`src/rtl/iccm_boot_pkg.sv`:
```
// Shared types and constants for the ICCM serial boot loader.
// ICCM_BOOT_CHECKSUM_EN adds the LD_CHK loader state.
package iccm_boot_pkg;

    typedef enum logic [1:0] {
        RX_IDLE,
        RX_START,
        RX_DATA,
        RX_STOP
    } rx_state_e;

    typedef enum logic [1:0] {
        LD_IDLE,
        LD_LOAD,
`ifdef ICCM_BOOT_CHECKSUM_EN
        LD_CHK,
`endif
        LD_DONE
    } load_state_e;

    localparam int ErrFrame    = 0;
    localparam int ErrOverflow = 1;
    localparam int ErrChecksum = 2;

    localparam int MinClksPerBit = 4;

endpackage

```
`src/rtl/iccm_boot_uart_rx.sv`:
```
// 8N1 UART receiver with a 2-flop input synchroniser and a runtime baud divisor.
// Emits a one-cycle byte-valid pulse on a good stop bit, a frame-error pulse otherwise.
module iccm_boot_uart_rx
    import iccm_boot_pkg::*;
#(
    parameter int ClkDivWidth = 16
) (
    input  logic                   clk,
    input  logic                   rst,
    input  logic                   en,
    input  logic [ClkDivWidth-1:0] clks_per_bit,
    input  logic                   rx,
    output logic [7:0]             rx_data,
    output logic                   rx_valid,
    output logic                   frame_err
);

    logic [ClkDivWidth-1:0] div;
    logic [ClkDivWidth-1:0] half;
    logic [ClkDivWidth-1:0] cnt;
    logic                   sync1;
    logic                   sync2;
    logic                   prev;
    logic [2:0]             bit_idx;
    logic [7:0]             shift;
    rx_state_e              state;

    assign div  = (clks_per_bit < ClkDivWidth'(MinClksPerBit)) ?
                  ClkDivWidth'(MinClksPerBit) : clks_per_bit;
    assign half = div >> 1;

    assign rx_data = shift;

    // NOTE: every register here is written with <= so all flops update from
    // the same pre-edge values; a blocking '=' would let sync2 see this cycle's sync1.
    always_ff @(posedge clk) begin
        if (rst) begin
            sync1     <= 1'b1;
            sync2     <= 1'b1;
            prev      <= 1'b1;
            state     <= RX_IDLE;
            cnt       <= '0;
            bit_idx   <= '0;
            shift     <= '0;
            rx_valid  <= 1'b0;
            frame_err <= 1'b0;
        end else begin
            sync1     <= rx;
            sync2     <= sync1;
            prev      <= sync2;
            rx_valid  <= 1'b0;
            frame_err <= 1'b0;

            if (!en) begin
                state <= RX_IDLE;
                cnt   <= '0;
            end else begin
                case (state)
                    RX_IDLE: begin
                        cnt     <= '0;
                        bit_idx <= '0;
                        if (prev && !sync2) begin
                            state <= RX_START;
                        end
                    end

                    RX_START: begin
                        if (cnt == half - 1'b1) begin
                            cnt   <= '0;
                            // A line that is high again at mid-start was a glitch.
                            state <= sync2 ? RX_IDLE : RX_DATA;
                        end else begin
                            cnt <= cnt + 1'b1;
                        end
                    end

                    RX_DATA: begin
                        if (cnt == div - 1'b1) begin
                            cnt     <= '0;
                            shift   <= {sync2, shift[7:1]};
                            bit_idx <= bit_idx + 3'd1;
                            if (bit_idx == 3'd7) begin
                                state <= RX_STOP;
                            end
                        end else begin
                            cnt <= cnt + 1'b1;
                        end
                    end

                    RX_STOP: begin
                        if (cnt == div - 1'b1) begin
                            cnt   <= '0;
                            state <= RX_IDLE;
                            if (sync2) begin
                                rx_valid <= 1'b1;
                            end else begin
                                frame_err <= 1'b1;
                            end
                        end else begin
                            cnt <= cnt + 1'b1;
                        end
                    end

                    default: state <= RX_IDLE;
                endcase
            end
        end
    end

endmodule

```
`src/rtl/iccm_boot_loader.sv`:
```
// Serial boot loader: assembles UART bytes into words and writes them to the ICCM
// while holding the core in reset. ICCM_BOOT_CHECKSUM_EN enables the trailing XOR checksum word.
module iccm_boot_loader
    import iccm_boot_pkg::*;
#(
    parameter int          AddrWidth   = 12,
    parameter int          DataWidth   = 32,
    parameter int          ClkDivWidth = 16,
    parameter logic [31:0] EndMarker   = 32'h0000_0FFF
) (
    input  logic                   clk_i,
    input  logic                   rst_i,
    input  logic [ClkDivWidth-1:0] clks_per_bit_i,
    input  logic                   boot_en_i,
    input  logic                   rx_i,
    output logic                   we_o,
    output logic [AddrWidth-1:0]   addr_o,
    output logic [DataWidth-1:0]   wdata_o,
    output logic                   core_rst_o,
    output logic                   done_o,
    output logic [2:0]             err_o,
    output logic [AddrWidth:0]     word_cnt_o
);

    localparam int                   NumLanes  = DataWidth / 8;
    localparam int                   LaneWidth = (NumLanes > 1) ? $clog2(NumLanes) : 1;
    localparam logic [LaneWidth-1:0] LastLane  = LaneWidth'(NumLanes - 1);
    localparam logic [DataWidth-1:0] Marker    = DataWidth'(EndMarker);

    load_state_e            state;
    logic                   rx_en;
    logic [7:0]             rx_data;
    logic                   rx_valid;
    logic                   rx_frame_err;
    logic                   boot_q;
    logic                   boot_rise;
    logic [AddrWidth-1:0]   addr_q;
    logic [LaneWidth-1:0]   lane_q;
    logic [DataWidth-1:0]   word_q;
    logic [DataWidth-1:0]   next_word;
    logic                   word_last;
    logic                   frame_q;
    logic                   ovf_q;
`ifdef ICCM_BOOT_CHECKSUM_EN
    logic                   chk_q;
    logic [DataWidth-1:0]   csum_q;
`endif

`ifdef ICCM_BOOT_CHECKSUM_EN
    assign rx_en = (state == LD_LOAD) || (state == LD_CHK);
`else
    assign rx_en = (state == LD_LOAD);
`endif

    iccm_boot_uart_rx #(
        .ClkDivWidth (ClkDivWidth)
    ) u_rx (
        .clk          (clk_i),
        .rst          (rst_i),
        .en           (rx_en),
        .clks_per_bit (clks_per_bit_i),
        .rx           (rx_i),
        .rx_data      (rx_data),
        .rx_valid     (rx_valid),
        .frame_err    (rx_frame_err)
    );

    assign boot_rise = boot_en_i && !boot_q;
    assign word_last = rx_valid && (lane_q == LastLane);

    // NOTE: next_word gets its full default before the lane overwrite, so no
    // path leaves it unassigned and no latch is inferred.
    always_comb begin
        next_word = word_q;
        next_word[lane_q*8 +: 8] = rx_data;
    end

    always_comb begin
        err_o              = '0;
        err_o[ErrFrame]    = frame_q;
        err_o[ErrOverflow] = ovf_q;
`ifdef ICCM_BOOT_CHECKSUM_EN
        err_o[ErrChecksum] = chk_q;
`else
        err_o[ErrChecksum] = 1'b0;
`endif
    end

    always_ff @(posedge clk_i) begin
        if (rst_i) begin
            state      <= LD_IDLE;
            boot_q     <= 1'b0;
            addr_q     <= '0;
            lane_q     <= '0;
            word_q     <= '0;
            frame_q    <= 1'b0;
            ovf_q      <= 1'b0;
            we_o       <= 1'b0;
            addr_o     <= '0;
            wdata_o    <= '0;
            core_rst_o <= 1'b1;
            done_o     <= 1'b0;
            word_cnt_o <= '0;
`ifdef ICCM_BOOT_CHECKSUM_EN
            chk_q      <= 1'b0;
            csum_q     <= '0;
`endif
        end else begin
            boot_q <= boot_en_i;
            we_o   <= 1'b0;

            // Frame errors leave the lane counter alone; the bad byte is simply skipped.
            if (rx_en && rx_frame_err) begin
                frame_q <= 1'b1;
            end
            if (rx_en && rx_valid) begin
                word_q <= next_word;
                lane_q <= (lane_q == LastLane) ? '0 : lane_q + 1'b1;
            end

            case (state)
                LD_IDLE, LD_DONE: begin
                    if (boot_rise) begin
                        state      <= LD_LOAD;
                        addr_q     <= '0;
                        lane_q     <= '0;
                        frame_q    <= 1'b0;
                        ovf_q      <= 1'b0;
                        word_cnt_o <= '0;
                        core_rst_o <= 1'b1;
                        done_o     <= 1'b0;
`ifdef ICCM_BOOT_CHECKSUM_EN
                        chk_q      <= 1'b0;
                        csum_q     <= '0;
`endif
                    end
                end

                LD_LOAD: begin
                    if (word_last) begin
                        if (next_word == Marker) begin
`ifdef ICCM_BOOT_CHECKSUM_EN
                            state      <= LD_CHK;
`else
                            state      <= LD_DONE;
                            done_o     <= 1'b1;
                            core_rst_o <= 1'b0;
`endif
                        end else if (word_cnt_o[AddrWidth]) begin
                            // Every ICCM word already holds image data.
                            ovf_q      <= 1'b1;
                            state      <= LD_DONE;
                            done_o     <= 1'b1;
                            core_rst_o <= 1'b0;
                        end else begin
                            we_o       <= 1'b1;
                            addr_o     <= addr_q;
                            wdata_o    <= next_word;
                            addr_q     <= addr_q + 1'b1;
                            word_cnt_o <= word_cnt_o + 1'b1;
`ifdef ICCM_BOOT_CHECKSUM_EN
                            csum_q     <= csum_q ^ next_word;
`endif
                        end
                    end
                end

`ifdef ICCM_BOOT_CHECKSUM_EN
                LD_CHK: begin
                    if (word_last) begin
                        chk_q      <= (next_word != csum_q);
                        state      <= LD_DONE;
                        done_o     <= 1'b1;
                        core_rst_o <= 1'b0;
                    end
                end
`endif

                default: state <= LD_IDLE;
            endcase
        end
    end

endmodule
```
`config.mk`:
```
export PLATFORM = sky130hd
export DESIGN_NAME = iccm_boot_loader
export DESIGN_NICKNAME = d
export VERILOG_FILES = /design/src/rtl/iccm_boot_pkg.sv /design/src/rtl/iccm_boot_uart_rx.sv /design/src/rtl/iccm_boot_loader.sv
export SDC_FILE = /design/constraint.sdc
export NUM_CORES = 1
export LEC_CHECK = 0
export CAP_MARGIN = 20
export CORE_ASPECT_RATIO = 1.5
export CORE_MARGIN = 1.5
export CORE_UTILIZATION = 55
export CTS_CLUSTER_SIZE = 20
export DETAILED_ROUTE_END_ITERATION = 8
export PLACE_DENSITY = 0.78
export SYNTH_ARGS = -nofsm -noshare
export SYNTH_HDL_FRONTEND = slang
export SYNTH_SLANG_ARGS = --single-unit
```
`constraint.sdc`:
```
create_clock -name clk_i -period 10.02 [get_ports clk_i]
set_input_delay 2.505 -clock clk_i [delete_from_list [all_inputs] [get_ports clk_i]]
set_output_delay 2.505 -clock clk_i [all_outputs]
set_load 0.005 [all_outputs]
```
* Word level (Yosys, flattened, before mapping)
Index checks and enable logic that the tools add are counted.
** Storage, ports and cells
- Register bits after elaboration :: 145
- Input bits :: 20
- Output and inout bits :: 63
** Cells by class
- Reduce and logical (&&, ||, !) cells :: 25
- Muxes and demuxes :: 52
- Order comparisons :: 1
- Add/subtract/negate cells :: 8
- Bitwise logic cells :: 6
- Equal/unequal tests :: 21
- Shift-type cells :: 2
** Operators with widths (number)
- $mux W13 :: 4
- $mux W12 :: 4
- $mux W16 :: 3
- $pmux W16 S3 :: 1
- $neg A5 Y34 :: 1
- $shift A8 B34 Y32 const A :: 1
- $shiftx A8 B34 Y32 :: 1
- $bwmux W32 :: 1
- $eq A16 B16 Y1 :: 2
- $eq A32 B12 Y1 const B :: 1
- $mux W2 :: 14
- $pmux W13 S2 :: 1
- $pmux W12 S2 :: 1
- $add A16 B1 Y16 const B :: 1
- $lt A16 B3 Y1 const B :: 1
- $mux W1 :: 16
- $sub A15 B1 Y16 const B :: 1
- $sub A16 B1 Y16 const B :: 1
- $reduce_and A5 Y1 :: 3
- $add A13 B1 Y13 const B :: 1
- $add A12 B1 Y12 const B :: 1
- $ne A2 B1 Y1 const B :: 6
- $reduce_and A4 Y1 :: 3
- $reduce_and A3 Y1 :: 3
- 19 further kinds :: 43

* Longest topological paths before layout
Gate-level depths: netlist (run 1).
- Word-level depth :: 7
- Gate-level depth with buffers :: 15

* By module
From an unflattened synthesis (run 1), not the netlist that was laid out.
** Second synthesis, totals
- Cells, all modules :: 876
- Area total of the unflattened synthesis :: 7676.1 um^2
** By module, submodules not included
- iccm_boot_loader :: seq. area each 2222.1 um^2, instances 1, area an instance 5092.4 um^2, cells each 569
- iccm_boot_uart_rx :: seq. area each 680.7 um^2, instances 1, area an instance 2583.7 um^2, cells each 307

* Worst setup path before layout (run 1)
OpenSTA, ideal clock, no wires.
- Kind :: in2reg
- Start :: in clks_per_bit_i[12]
- End :: reg u_rx.state[0]
- Stages :: 13
- Path slack :: 3640 ps
- Arrival :: 6259 ps
- Cell sequence :: clkbuf_1 -> nor4_1 -> nand3_1 -> o21ai_0 -> ha_1 -> or4b_1 -> nor4_1 -> xnor2_1 -> a31oi_1 -> or4_4 -> nand4b_4 -> and2_0 -> o311a_1
** On the way
- Word-level cells in the longest chain between the ends :: 6
- Elaborated cells on any way between the ends :: 10
- Classes of those cells :: 2 x add/sub; 1 x order compare; 5 x eq/ne; 1 x mux; 1 x reduce/logical
** Ends and longest elaborated chain
- from (decl) :: line iccm_boot_loader.sv:13 : input logic [ClkDivWidth-1:0] clks_per_bit_i,
- $lt A16 B3 Y1 :: line iccm_boot_uart_rx.sv:28 : assign div = (clks_per_bit < ClkDivWidth'(MinClksPerBit)) ?
- $mux W16 * :: line iccm_boot_uart_rx.sv:28
- $sub A16 B1 Y16 / $sub A15 B1 Y16 (equally long branches) :: line iccm_boot_uart_rx.sv:78, iccm_boot_uart_rx.sv:91, iccm_boot_uart_rx.sv:68
- $eq A16 B16 Y1, on equally long branches :: line iccm_boot_uart_rx.sv:78, iccm_boot_uart_rx.sv:91, iccm_boot_uart_rx.sv:68
- $ne A2 B1 Y1 (no source line)
- $reduce_and A5 Y1 (no source line) *
- to (signal assigned) :: line iccm_boot_uart_rx.sv:71 : state <= sync2 ? RX_IDLE : RX_DATA;
- to (decl) :: line iccm_boot_uart_rx.sv:26 : rx_state_e state;
Every way passes the cells marked *; elsewhere a longest branch is shown, timed or not.
A chain may end at the register's enable or synchronous reset.

* Worst setup path after layout (run 1)
- Start :: in clks_per_bit_i[12]
- End :: reg u_rx.cnt[14]
** On the way
- Word-level cells in the longest chain between the ends :: 6
- Elaborated cells on any way between the ends :: 9
- Classes of those cells :: 2 x add/sub; 1 x order compare; 2 x eq/ne; 4 x mux
** Ends and longest elaborated chain
- $lt A16 B3 Y1 :: line iccm_boot_uart_rx.sv:28
- $mux W16 * :: line iccm_boot_uart_rx.sv:28
- $sub A16 B1 Y16 / $sub A15 B1 Y16 (equally long branches) :: line iccm_boot_uart_rx.sv:78, iccm_boot_uart_rx.sv:91, iccm_boot_uart_rx.sv:68
- $eq A16 B16 Y1, on equally long branches :: line iccm_boot_uart_rx.sv:78, iccm_boot_uart_rx.sv:91, iccm_boot_uart_rx.sv:68
- $mux W16, on equally long branches :: line iccm_boot_uart_rx.sv:78, iccm_boot_uart_rx.sv:91, iccm_boot_uart_rx.sv:68
- $pmux W16 S3 * :: line iccm_boot_uart_rx.sv:58 : case (state)
- to (signal assigned) :: line iccm_boot_uart_rx.sv:73 : cnt <= cnt + 1'b1;
- to (signal assigned) :: line iccm_boot_uart_rx.sv:86 : cnt <= cnt + 1'b1;
- to (signal assigned) :: line iccm_boot_uart_rx.sv:100 : cnt <= cnt + 1'b1;
- to (decl) :: line iccm_boot_uart_rx.sv:20 : logic [ClkDivWidth-1:0] cnt;
Marks and branches as above.

==> implementation parameters, run 1 <==
Parameter                              Value

Global routing
  First-pass GRT wire length    30500 um
  Largest net degree at the start of global routing    80
  Vias in the first global route    6245
  GRT Total Usage    0.267
  GRT overflow    0
  Antenna violations before repair    0

Floorplanning
  Floorplan core area    13000 um^2
  Top Ports    83
  Die ar.    14100 um^2
  Die Y-Extent    145 um
  Die Span X    97.5 um
  Starting utilization of the core area    0.566
  Placement Rows    51

Finish
  Diode count    0
  Fin area    8720 um^2
  Number of nets in the layout    929
  Leading cell type in the layout, fill and taps excluded    dfxtp_1
  Leading cell types in the layout, fill and taps excluded    145 x dfxtp_1, 118 x nor2_1, 80 x clkdlybuf4s50_1, 66 x a211oi_1, 40 x nand2_1
  Area grow syn2layout    18.3%
  Fill cell count    1067
  Proportion of layout cells with a drive suffix above 1    0.0693

Critical path
  Sort of element at the end of the critical path    flop
  Critical-path maximum fanout    16
  Delay of the slowest critical-path stage    0.59 ns
  Startpoint type of the worst setup path    input pin
  Category of the critical setup timing path    in -> reg
  Ordered cell list for the critical path    clkdlybuf4s50_1 -> nor4_1 -> nand3_1 -> o21ai_0 -> ha_1 -> or4b_1 -> nor4_1 -> xnor2_1 -> a31oi_1 -> or4_4 -> nand4b_4 -> a2bb2oi_4 -> nor4_1
  Reg2reg start    lane_q[0]
  Worst endpoint required time    10.28 ns
  Origin of the worst setup path    clks_per_bit_i[12]
  Critical-path cell with the highest stage delay    nor4_1
  Crit path top cell by count    nor4_1
  Signal arrival time at the worst endpoint    7.30 ns

STA
  Final period utilization    0.703
  Time the final worst path needs with I/O delays and setup    7.05 ns
  Max-slew headroom    0.331
  Number of max-slew violations in the final report    0
  Hold Worst Slack    0.422 ns
  Top achievable clock speed    142 MHz
  Crit path setup slack, layout    2.97 ns
  Final hold violation count    0
  Transition time at the pin with the least slew margin    1.00 ns
  Layout Skew    0.0124 ns
  Final Setup Violations    0
  Final-layout setup total negative slack    0 ns
  RSZ-0062 raised after global routing    no

Yosys
  Number of synthesized register bits    145
  Net count after synthesis    890
  Average cell area after synthesis    8.60 um^2
  Cell taking the most area after synthesis    dfxtp_1
  Number of cells produced by synthesis    857
  Number of enable flip-flop cells after synthesis    0
  Yosys cell types    66
  Asr flop ratio synth    0
  Share of synthesized area occupied by flip-flops and latches    0.394
  Dominant synthesized flop cell    dfxtp_1
  Yosys warning count    0
  Mapped Area    7370 um^2
  Largest cells by area after synthesis    dfxtp_1 39%, a211oi_1 6.7%, nor2_1 6.0%
  Area fraction of the dominant cell type after synthesis    0.394

Outcome
  Result of the run    finished clean

Power
  Peak supply drop    0.103 mV
  Total power per unit cell area    145 nW/um^2
  Total power after layout    1260 uW
  Leakage component of the power    0.00286 uW

Clock network
  Number of CTS-inserted buffers    17
  CTS HTree Levels    4
  Bufs on Longest Clock Path    2
  Library cell used as clock root buffer    clkbuf_16
  Number of hold buffers added after CTS    0
  TritonCTS clock tree    built
  Count of cells resized by post-cts repair    0
  Clock Latency Late Sink    0.42 ns
  Clock sink count    145
  Clock-pin slew on the worst setup and hold paths    0.06 ns
  Post-CTS setup-driven buffer insertion count    0

Routing
  Overall via count from detail_route    6486
  Number of DRC markers in iteration 0    409
  Final Routed Wirelength    18800 um
  Iteration count of the initial detailed-routing pass    5
  Drt drc    0
  Final antenna-violating net count    0
  Post-DR wirelength/cell    17.6 um
  Vias per Instance    6.07

Run
  Max-cap violations    0

Placed design
  IO Port Bufs    81
  GP Congestion    0.997
  DPL Wire Length    13600 um
  Standard cell area after detailed placement    8110 um^2
  Pre-CTS setup slack    2.62 ns

Hold path
  Launch instance of the worst min-delay path    u_rx.sync1
  Worst hold-check path type    reg -> reg
==> kinds of logic (layout without fill, tap and decap cells) <==
| logic type | Yosys count | in the layout | synth area share |
|---|---|---|---|
| AND/OR/NAND/NOR | 348 | 348 | 0.253 |
| AO/OA/AOI/OAI | 185 | 185 | 0.175 |
| flip-flops | 145 | 145 | 0.394 |
| buffers and inverters | 78 | 130 | 0.0467 |
| XOR/XNOR | 59 | 59 | 0.0701 |
| multiplexers | 28 | 28 | 0.0382 |
| adder cells (fa/ha/maj) | 13 | 13 | 0.0221 |
| other | 1 | 1 | 0.000509 |
==> flip-flops by register name (all words and copies together), names as in the netlist, 2 cells and up, named ones only <==
name / flops
u_rx.cnt: 16
u_rx.rx_data: 8
lane_q: 2
addr_o: 12
word_q: 32
wdata_o: 32
word_cnt_o: 13
addr_q: 12
u_rx.bit_idx: 3
state: 2
==> per-stage QoR <==
step,cells,utilization
2_1_floorplan,857,-
5_1_grt,1068,0.670
4_1_cts,1066,0.667
6_report,1068,0.670
3_5_place_dp,1034,0.623
3_3_place_gp,1033,0.622
==> layout make-up <==
| cell class | instances | area, um^2 | share of cell area |
|---|---|---|---|
| Timing Repair Buffer | 87 | 871 | 0.0999 |
| Tap cell | 159 | 199 | 0.0228 |
| Clock buffer | 18 | 429 | 0.0492 |
| Inverter | 11 | 41.3 | 0.00474 |
| Multi-Input combinational cell | 634 | 4130 | 0.474 |
| Clock inverter | 14 | 146 | 0.0168 |
| Sequential cell | 145 | 2900 | 0.333 |
==> where the power goes <==
group / switching, uW / total (uW) / internal [uW]
clock: 264 / 615 / 351
combinational: 43.7 / 67.6 / 23.9
sequential: 1.33 / 579 / 578
total: 309 / 1260 / 953
==> cells in the mapped netlist, drive strengths merged, types with 5 or more instances <==
cell type  number
dfxtp         145
nor2          119
a211oi         66
clkbuf         43
nand2          40
a21oi          34
nor2b          33
xor2           32
a31oi          28
nor4           28
mux2i          27
xnor2          27
buf            24
nand3          23
o21ai          20
and3           14
ha             13
or3            12
inv            11
nor3           11
or4            11
nand4          10
a22oi           9
nor3b           8
o211ai          8
nand3b          7
and2            6
nand2b          6
or2             5
==> final timing paths <==
path,endpoint,slack [ns],cells past startpoint
min,u_rx.sync2,0.42,1
max reg2reg,addr_o[11],5.61,11
min reg2reg,u_rx.sync2,0.42,1
max,u_rx.cnt[14],2.97,13
==> per-layer routing <==
layer,share of wire,vias up,global-route usage
li1,-,3174,-
met1,0.40,3095,0.294
met2,0.54,169,0.500
met3,0.035,48,0.0466
met4,0.032,0,0.120
met5,0,-,0
==> worst max-delay path: cells and delay by family <==
family | cells | cell delay [ns]
and+or+nand+nor | 7 | 2.67
AOI/OAI and AO/OA | 3 | 0.98
buffers and inverters | 1 | 0.58
adders and majority gates | 1 | 0.37
xor gates and xnor gates | 1 | 0.19
(Power assumes the default switching activity.)
==> inputs of run 2 (changes only) <==
--- a/config.mk
+++ b/config.mk
@@ -8,10 +8,10 @@
 export CAP_MARGIN = 20
 export CORE_ASPECT_RATIO = 1.5
 export CORE_MARGIN = 1.5
-export CORE_UTILIZATION = 55
+export CORE_UTILIZATION = 51
 export CTS_CLUSTER_SIZE = 20
 export DETAILED_ROUTE_END_ITERATION = 8
-export PLACE_DENSITY = 0.78
+export PLACE_DENSITY = 0.76
 export SYNTH_ARGS = -nofsm -noshare
 export SYNTH_HDL_FRONTEND = slang
 export SYNTH_SLANG_ARGS = --single-unit
==> constraint.sdc (replaced) <==
create_clock -name clk_i -period 5.8 [get_ports clk_i]
set_input_delay 1.45 -clock clk_i [delete_from_list [all_inputs] [get_ports clk_i]]
set_output_delay 1.45 -clock clk_i [all_outputs]
set_load 0.005 [all_outputs]
==> implementation parameters, run 2 (same netlist as run 1, synthesis figures left out) <==
Parameter                              Value

STA
  Final-layout setup total negative slack    0 ns (unchanged)
  Final period utilization    0.899
  Transition time at the pin with the least slew margin    1.01 ns (+0.0112 ns)
  Max-slew headroom    0.323 (-0.00751)
  Crit path setup slack, layout    0.587 ns (-2.39 ns)
  Layout Skew    0.00937 ns (-0.00306 ns)
  Final hold violation count    0 (unchanged)
  Top achievable clock speed    192 MHz
  Final Setup Violations    0 (unchanged)
  RSZ-0062 raised after global routing    no
  Time the final worst path needs with I/O delays and setup    5.21 ns
  Number of max-slew violations in the final report    0 (unchanged)

Clock network
  Count of cells resized by post-cts repair    0 (unchanged)
  Clock sink count    145 (unchanged)
  Post-CTS setup-driven buffer insertion count    0 (unchanged)
  TritonCTS clock tree    built
  Clock-pin slew on the worst setup and hold paths    0.06 ns (about the same)
  Clock Latency Late Sink    0.43 ns (about the same)
  Number of CTS-inserted buffers    17 (unchanged)
  Bufs on Longest Clock Path    2 (unchanged)
  CTS HTree Levels    4 (unchanged)
  Library cell used as clock root buffer    clkbuf_16
  Number of hold buffers added after CTS    0 (unchanged)

Placed design
  IO Port Bufs    81 (unchanged)
  Pre-CTS setup slack    0.185 ns (-2.44 ns)
  GP Congestion    0.947 (-5.1%)
  DPL Wire Length    12900 um (-5.5%)

Routing
  Drt drc    0 (unchanged)
  Overall via count from detail_route    6443 (-0.66%)
  Final antenna-violating net count    0 (unchanged)
  Final Routed Wirelength    18100 um (-3.8%)
  Post-DR wirelength/cell    16.2 um (-8.1%)
  Iteration count of the initial detailed-routing pass    5 (unchanged)
  Number of DRC markers in iteration 0    264 (-35%)
  Vias per Instance    5.76 (-5.1%)

Finish
  Number of nets in the layout    946 (+1.8%)
  Area grow syn2layout    20.9%
  Fill cell count    1235 (+16%)
  Leading cell type in the layout, fill and taps excluded    dfxtp_1
  Area occupied by multi-input gates    4130 um^2 (unchanged)
  Proportion of layout cells with a drive suffix above 1    0.0853 (+0.0160)
  Leading cell types in the layout, fill and taps excluded    145 x dfxtp_1, 118 x nor2_1, 80 x clkdlybuf4s50_1, 66 x a211oi_1, 40 x nand2_1
  Sequential standard cell area    2900 um^2 (unchanged)
  Diode count    0 (unchanged)
  Largest registers    wdata_o (32), word_q (32), u_rx.cnt (16)

Global routing
  GRT Total Usage    0.245 (-0.0222)
  Largest net degree at the start of global routing    96 (+20%)
  GRT overflow    0 (unchanged)
  First-pass GRT wire length    29400 um (-3.6%)
  Antenna violations before repair    0 (unchanged)
  Vias in the first global route    6058 (-3.0%)

Power
  Combinational share of power    0.055 (about the same)
  Peak supply drop    0.175 mV (+69%)
  Leakage component of the power    0.00295 uW (+3.1%)
  Clock network power share    0.498 (+0.010)
  Cell-internal power    1730 uW (+82%)
  Total power after layout    2240 uW (+77%)
  Sw Ratio    0.225 (-0.0201)
  Part of the power in registers    0.447 (-0.012)
  Net switching power    504 uW (+63%)
  Total power per unit cell area    251 nW/um^2 (+73%)

Floorplanning
  Die ar.    15200 um^2 (+7.6%)
  Die Span X    101 um (+3.7%)
  Die Y-Extent    150 um (+3.8%)
  Floorplan core area    14100 um^2 (+8.0%)
  Top Ports    83 (unchanged)
  Starting utilization of the core area    0.524 (-0.0419)
  Placement Rows    53 (+3.9%)

Critical path
  Worst endpoint required time    6.06 ns (-4.22 ns)
  Critical-path maximum fanout    16 (unchanged)
  Sort of element at the end of the critical path    flop
  Startpoint type of the worst setup path    input pin
  Signal arrival time at the worst endpoint    5.47 ns (-1.83 ns)
  Category of the critical setup timing path    in -> reg

Hold path
  Worst hold-check path type    reg -> reg

Outcome
  Result of the run    finished clean

Run
  Max-cap violations    0 (unchanged)
run 2: changes by cell type in the layout (fill, tap and decap cells not counted), sizes merged:
cell | before | now
clkinv | 2 | 3
inv | 19 | 13
clkbuf | 18 | 20
bufinv | 1 | 3
clkinvlp | 3 | 4
buf | 7 | 24
run 2: path summary, 6_finish.rpt:
check / startpoint / endpoint / slack, ns / cells past startpoint
worst max-delay path: clks_per_bit_i[15] / u_rx.cnt[8] / 0.59 / 15
worst min-delay path: u_rx.sync1 / u_rx.sync2 / 0.41 / 1
worst max register to register: lane_q[0] / addr_o[7] / 1.53 / 11
worst min register to register: u_rx.sync1 / u_rx.sync2 / 0.41 / 1
run 2: final cells by class:
| class | count | area share |
|---|---|---|
| clock buffer | 20 | 0.0501 |
| clock inverter | 12 | 0.0176 |
| inverter | 11 | 0.00463 |
| multi-input combinational | 634 | 0.463 |
| sequential | 145 | 0.326 |
| tap | 192 | 0.0270 |
| timing repair buffer | 104 | 0.112 |
run 2: worst max-delay path, stage by stage:
cell             delay [ns]
clkdlybuf4s50_1        0.53
nor4_1                 0.50
nand3_1                0.15
o21ai_0                0.27
ha_1                   0.21
or4b_1                 0.45
buf_4                  0.16
nor3_2                 0.26
and3_1                 0.21
a21oi_1                0.06
nor4b_1                0.32
buf_4                  0.18
nand4b_4               0.17
a2bb2oi_4              0.44
nor4_1                 0.10
run 2: metal layers:
metal | global-route usage | part of all wire
met5 | 0 | 0
met4 | 0.112 | 0.033
met3 | 0.0441 | 0.032
met2 | 0.439 | 0.52
met1 | 0.279 | 0.41
run 2: power by group through the flow:
stage	clock, uW	combinational [uW]	sequential (uW)
after detailed placement	0	121	1020
after CTS	1120	122	1000
after global placement	0	121	1020
final	1110	122	1000
after floorplan	0	79.8	1020
after global routing	1170	133	1000
run 2: per-stage QoR:
step | util | instance area [um^2] | hold WS [ns] | std cells
6_report | 0.634 | 8910 | 0.414 | 1118
5_1_grt | 0.634 | 8910 | 0.441 | 1118
4_1_cts | 0.632 | 8890 | 0.414 | 1117
3_5_place_dp | 0.589 | 8290 | 0.400 | 1085
3_3_place_gp | 0.589 | 8290 | 0.391 | 1085
2_1_floorplan | - | 7370 | 0.389 | 857
